$ cat src/rtl/dmem_port_arbiter.sv
// Single-port D-cache arbiter. Loads come from the load buffer and stores
// come from ROB commit. The winner's request is latched, held on the cache
// port until dmem_resp_i, and the response is steered back to that winner.
// A store normally beats a waiting load. After STARVE_MAX store grants in a
// row while a load is waiting, the load is given the port.
// A flush during a load lets the cache finish, then throws the data away.
//
// Handshake: each requester holds its request level-high until it sees its
// 1-cycle resp pulse, and drops the request on the edge after that pulse.
// On the cache side, dmem_read_o/dmem_write_o stay high until the cache
// answers with a 1-cycle dmem_resp_i pulse.
module dmem_port_arbiter #(
   parameter int ADDR_W     = 16,
   parameter int DATA_W     = 16,
   parameter int STARVE_MAX = 4
) (
   input  logic              clk_i,
   input  logic              reset_i,
   input  logic              flush_i,
   input  logic              ld_read_i,
   input  logic [ADDR_W-1:0] ld_addr_i,
   output logic              ld_resp_o,
   output logic [DATA_W-1:0] ld_rdata_o,
   input  logic              st_write_i,
   input  logic [ADDR_W-1:0] st_addr_i,
   input  logic [DATA_W-1:0] st_wdata_i,
   input  logic [1:0]        st_wmask_i,
   output logic              st_resp_o,
   output logic              dmem_read_o,
   output logic              dmem_write_o,
   output logic [ADDR_W-1:0] dmem_addr_o,
   output logic [DATA_W-1:0] dmem_wdata_o,
   output logic [1:0]        dmem_wmask_o,
   input  logic              dmem_resp_i,
   input  logic [DATA_W-1:0] dmem_rdata_i,
   output logic              busy_o,
   output logic [1:0]        state_o
);

   localparam int CNT_W = $clog2(STARVE_MAX + 1);
   localparam logic [CNT_W-1:0] CNT_MAX = CNT_W'(STARVE_MAX);

   typedef enum logic [1:0] {
      IDLE     = 2'd0,
      LD_BUSY  = 2'd1,
      ST_BUSY  = 2'd2,
      LD_DRAIN = 2'd3
   } state_e;

   state_e            state_q, state_d;
   logic [CNT_W-1:0]  starve_q, starve_d;
   logic [ADDR_W-1:0] addr_q, addr_d;
   logic [DATA_W-1:0] wdata_q, wdata_d;
   logic [1:0]        wmask_q, wmask_d;

   logic ld_elig;
   logic st_wins;

   // A load is held off by a flush. A store wins unless the load has
   // already been skipped for STARVE_MAX store grants in a row.
   assign ld_elig = ld_read_i && !flush_i;
   assign st_wins = st_write_i && !(ld_elig && (starve_q == CNT_MAX));

   // Next-state, latch updates and all outputs, decoded from the current state
   always_comb begin
      state_d      = state_q;
      starve_d     = starve_q;
      addr_d       = addr_q;
      wdata_d      = wdata_q;
      wmask_d      = wmask_q;
      ld_resp_o    = 1'b0;
      ld_rdata_o   = '0;
      st_resp_o    = 1'b0;
      dmem_read_o  = 1'b0;
      dmem_write_o = 1'b0;
      dmem_addr_o  = '0;
      dmem_wdata_o = '0;
      dmem_wmask_o = 2'b00;

      case (state_q)
         IDLE: begin
            if (st_wins) begin
               state_d = ST_BUSY;
               addr_d  = st_addr_i;
               wdata_d = st_wdata_i;
               wmask_d = st_wmask_i;
               if (ld_read_i) begin
                  starve_d = (starve_q == CNT_MAX) ? starve_q : starve_q + 1'b1;
               end else begin
                  starve_d = '0;
               end
            end else if (ld_elig) begin
               state_d  = LD_BUSY;
               addr_d   = ld_addr_i;
               wdata_d  = '0;
               wmask_d  = 2'b00;
               starve_d = '0;
            end else if (!ld_read_i) begin
               starve_d = '0;
            end
         end
         LD_BUSY: begin
            dmem_read_o = 1'b1;
            dmem_addr_o = addr_q;
            if (dmem_resp_i) begin
               state_d = IDLE;
               // A flush landing together with the response kills the response
               if (!flush_i) begin
                  ld_resp_o  = 1'b1;
                  ld_rdata_o = dmem_rdata_i;
               end
            end else if (flush_i) begin
               state_d = LD_DRAIN;
            end
         end
         LD_DRAIN: begin
            // The cache must see the read held until it answers. The data is then dropped.
            dmem_read_o = 1'b1;
            dmem_addr_o = addr_q;
            if (dmem_resp_i) begin
               state_d = IDLE;
            end
         end
         ST_BUSY: begin
            // A committed store always completes. Flush has no effect here.
            dmem_write_o = 1'b1;
            dmem_addr_o  = addr_q;
            dmem_wdata_o = wdata_q;
            dmem_wmask_o = wmask_q;
            if (dmem_resp_i) begin
               st_resp_o = 1'b1;
               state_d   = IDLE;
            end
         end
         default: state_d = IDLE;
      endcase
   end

   assign busy_o  = (state_q != IDLE);
   assign state_o = state_q;

   // State, starvation counter and latched request registers
   always_ff @(posedge clk_i) begin
      if (reset_i) begin
         state_q  <= IDLE;
         starve_q <= '0;
         addr_q   <= '0;
         wdata_q  <= '0;
         wmask_q  <= 2'b00;
      end else begin
         state_q  <= state_d;
         starve_q <= starve_d;
         addr_q   <= addr_d;
         wdata_q  <= wdata_d;
         wmask_q  <= wmask_d;
      end
   end

endmodule

$ cat config.mk
export PLATFORM = sky130hd
export DESIGN_NAME = dmem_port_arbiter
export DESIGN_NICKNAME = d
export VERILOG_FILES = /design/src/rtl/dmem_port_arbiter.sv
export SDC_FILE = /design/constraint.sdc
export NUM_CORES = 1
export LEC_CHECK = 0
export CAP_MARGIN = 20
export CORE_ASPECT_RATIO = 0.75
export CORE_UTILIZATION = 34
export CTS_CLUSTER_SIZE = 25
export DETAILED_ROUTE_END_ITERATION = 10
export PLACE_DENSITY = 0.79
export SLEW_MARGIN = 20
export SYNTH_ARGS = -nofsm -noshare
export SYNTH_HDL_FRONTEND = slang
export SYNTH_SLANG_ARGS = --single-unit
$ cat constraint.sdc
create_clock -name clk_i -period 1.6 [get_ports clk_i]
set_clock_uncertainty 0.05 [all_clocks]
set_input_delay 0.4 -clock clk_i [delete_from_list [all_inputs] [get_ports clk_i]]
set_output_delay 0.4 -clock clk_i [all_outputs]
set_load 0.005 [all_outputs]
==> results by group <==
Final layout
  – Fin nets: 504
  – Ant diodes: 0
  – Layout cells sized above 1: 57.8%
  – Layout area overhead: 122%
  – Fin cells: 509

Logic synthesis
  – Xor and xnor area share after synthesis: 0%
  – Simple-gate share of the synthesized area: 30.2%
  – Syn Inst Count: 250
  – Syn_area_per_cell: 8.47 µm²
  – Syn Nets: 324
  – Seq/Total Area, Yosys: 36.9%
  – Synthesized area: 0.00212 mm²
  – Mux share of post-synthesis cell area: 0%
  – Combinational family with the most area after synthesis: simple AND/OR/NAND/NOR gates
  – Post-synthesis adder-cell area fraction: 1.18%
  – Distinct cells, synth: 33
  – Synth Area in Compound Gates: 25.2%
  – Register bit count reported by yosys: 39
  – Synth warnings: 0

Die
  – Die area: 0.00655 mm²
  – Ports: 129
  – Die W: 93.1 µm
  – Core area: 0.00592 mm²
  – Die height: 70.3 µm
  – Row count: 24
  – Initial Util: 35.8%

STA
  – Highest Clock Rate: 0.523 GHz
  – Min Clock Period, post-route: 1.91 ns
  – Final period utilization: 119%
  – Final Hold Fails: 0
  – Least-Margin Pin Slew: 0.291 ns
  – RSZ-0062 raised after global routing: true
  – Rel. slew slack: 80.5%
  – Final setup vio count: 92
  – Max Transition Viols Final: 0
  – Setup WS post-layout: -0.312 ns

Setup path
  – Crit-path max cell delay: 0.38 ns
  – Critical path's most frequent cell: buf_6
  – Startpoint types: register
  – CP Class: reg -> out
  – Cells along the critical path: nor2b_4 > buf_6 > buf_6 > buf_12 > and2_4 > buf_6
  – CP Buf/Inv Count: 4
  – CP required: 1.15 ns
  – CP delay by family, top: buffers and inverters
  – Critical path peak fanout: 5
  – Crit. End Element: primary output
  – WP data arrival: 1.46 ns
  – CP max stage cell: dfxtp_4

Detailed routing
  – Via count: 2609
  – Avg WL per Cell: 18.7 µm
  – Initial DRC count: 155
  – TritonRoute pass-1 iters: 4
  – Via density: 5.13
  – DRC viols: 0
  – Post-route ant nets: 0
  – Aggregate routed wire length: 9500 µm

CTS
  – Cts-stage hold buffer count: 0
  – CTS tree: yes
  – CTS sink cnt: 39
  – CTS Buf Count: 5
  – Reg clk slew, reported paths: 0.08 ns
  – H-tree Lvls: 2
  – CTS Buffer Depth: 2
  – Worst skew pair latency: 0.29 ns
  – CTS root buffer: clkbuf_8

Power
  – Pwr Density: 681 mW/mm²
  – Max VDD drop: 483 µV
  – Tot Pwr: 3.20 mW
  – Pleak: 1.98 nW

Global route
  – Total grt overflow: 0
  – Antenna violations before repair: 0
  – First-pass GRT wire length: 14600 µm
  – Vias in the first global route: 2824
  – GRT Util Overall: 28.8%
  – Largest net degree at the start of global routing: 18

Place
  – HPWL after DPL: 5080 µm
  – I/O Buffers: 128
  – Placer Congestion: 0.810
  – Dpl cells: 459
  – Pre-CTS worst setup slack: -0.827 ns

Run
  – Max cap viols: 0

Run status
  – Outcome: complete, but fails checks
  – Violated checks: negative setup slack

Worst hold path
  – Path type of the worst min-delay path: reg -> reg
area by class of cell:
cell class	instances	area (µm²)
clock buffer	8	100
fill	360	1210
inverter	3	18.8
multi-input combinational	188	1610
sequential	39	790
tap	78	97.6
timing repair buffer	191	2080
timing repair inverter	2	10.0
kinds of logic (layout without fill, tap and decap cells):
logic type               after synthesis  after routing
buffers and inverters                 25            204
flip-flops                            39             39
AND/OR/NAND/NOR                      121            123
AO/OA/AOI/OAI                         63             63
adder cells (fa/ha/maj)                2              2
worst reg2reg max path, cell delays in order, from the launching register on:
cell and delay (ns):
dfxtp_4 0.37, buf_6 0.12, nor2_4 0.18, buf_6 0.16
buf_6 0.11, buf_12 0.10, o21ai_4 0.09, buf_12 0.16
buf_8 0.14, a32oi_1 0.17, nor2_1 0.06
synthesized netlist by cell type (all sizes together):
| library cell | instances | area [µm²] |
|---|---|---|
| and2 | 52 | 325 |
| dfxtp | 39 | 781 |
| nor2 | 37 | 146 |
| a21oi | 20 | 138 |
| nand2 | 20 | 75.1 |
| a32oi | 18 | 158 |
| a211oi | 16 | 175 |
| buf | 11 | 85.1 |
| clkbuf | 11 | 41.3 |
| o21ai | 5 | 36.3 |
| nor2b | 4 | 27.5 |
| inv | 3 | 11.3 |
| a31oi | 2 | 12.5 |
| ha | 2 | 25.0 |
| or2 | 2 | 12.5 |
| a21boi | 1 | 7.51 |
| and4 | 1 | 8.76 |
| and4b | 1 | 10.0 |
| and4bb | 1 | 12.5 |
| nand3b | 1 | 7.51 |
| nand4b | 1 | 8.76 |
| nor3 | 1 | 5.00 |
| o21a | 1 | 7.51 |
sequential cells by signal, summed over array words and instances (netlist names):
| name | cells |
|---|---|
| addr_q | 16 |
| starve_q | 3 |
| state_o | 2 |
| wdata_q | 16 |
| wmask_q | 2 |
placed cells by master (no fill, tap or decap), drive strengths merged:
master / n
a211oi: 16
clkdlybuf4s50: 67
and4: 1
o21ai: 5
o21a: 1
nor3: 1
or2: 2
dlygate4sd2: 3
a21boi: 1
clkbuf: 10
dfxtp: 39
and2: 52
a32oi: 18
bufbuf: 1
nand4b: 1
buf: 117
nand3b: 1
a21oi: 20
nor2b: 4
nand2: 20
a31oi: 2
inv: 5
nor2: 37
clkdlybuf4s15: 1
and4bb: 3
ha: 2
and4b: 1
layer usage:
metal | global-route usage (%) | vias up | routed length, µm | share of wire (%)
met5 | 0 | - | 0 | 0
met4 | 8.38 | 0 | 142 | 1.5
met3 | 8.28 | 15 | 623 | 6.6
met2 | 48.9 | 104 | 4720 | 50
met1 | 35.3 | 1259 | 4020 | 42
li1 | - | 1231 | - | -
timing repair:
action / CTS / global route
gates cloned: 11 / 0
gates resized for setup: 382 / 55
endpoints found under the setup margin: 92 / 94
buffers inserted: 31 / 9
pin swaps: 71 / 19
final timing paths:
path	end	slack, ns	start	cells past startpoint
max	dmem_wdata_o[4]	-0.31	state_o[1]	6
min	wdata_q[8]	0.46	wdata_q[8]	2
max reg2reg	wdata_q[0]	-0.21	state_o[1]	10
min reg2reg	wdata_q[8]	0.46	wdata_q[8]	2
metrics by stage:
step | hold WS (ns) | instance area [µm²] | TNS, ns | utilization [%]
2_1_floorplan | 0.396 | 2120 | 0 | -
3_3_place_gp | 0.407 | 3600 | -34.98 | 60.9
3_5_place_dp | 0.420 | 3600 | -38.34 | 60.9
4_1_cts | 0.447 | 4550 | -14.77 | 76.9
5_1_grt | 0.480 | 4700 | -22.54 | 79.5
6_report | 0.458 | 4700 | -18.35 | 79.5
report_power, final:
group	switching [mW]	leakage [nW]	internal, mW
clock	0.358	0.0515	0.394
combinational	0.549	1.60	0.782
sequential	0.0658	0.323	1.05
total	0.973	1.98	2.23
Note: power is estimated with default switching activity, not from simulation.
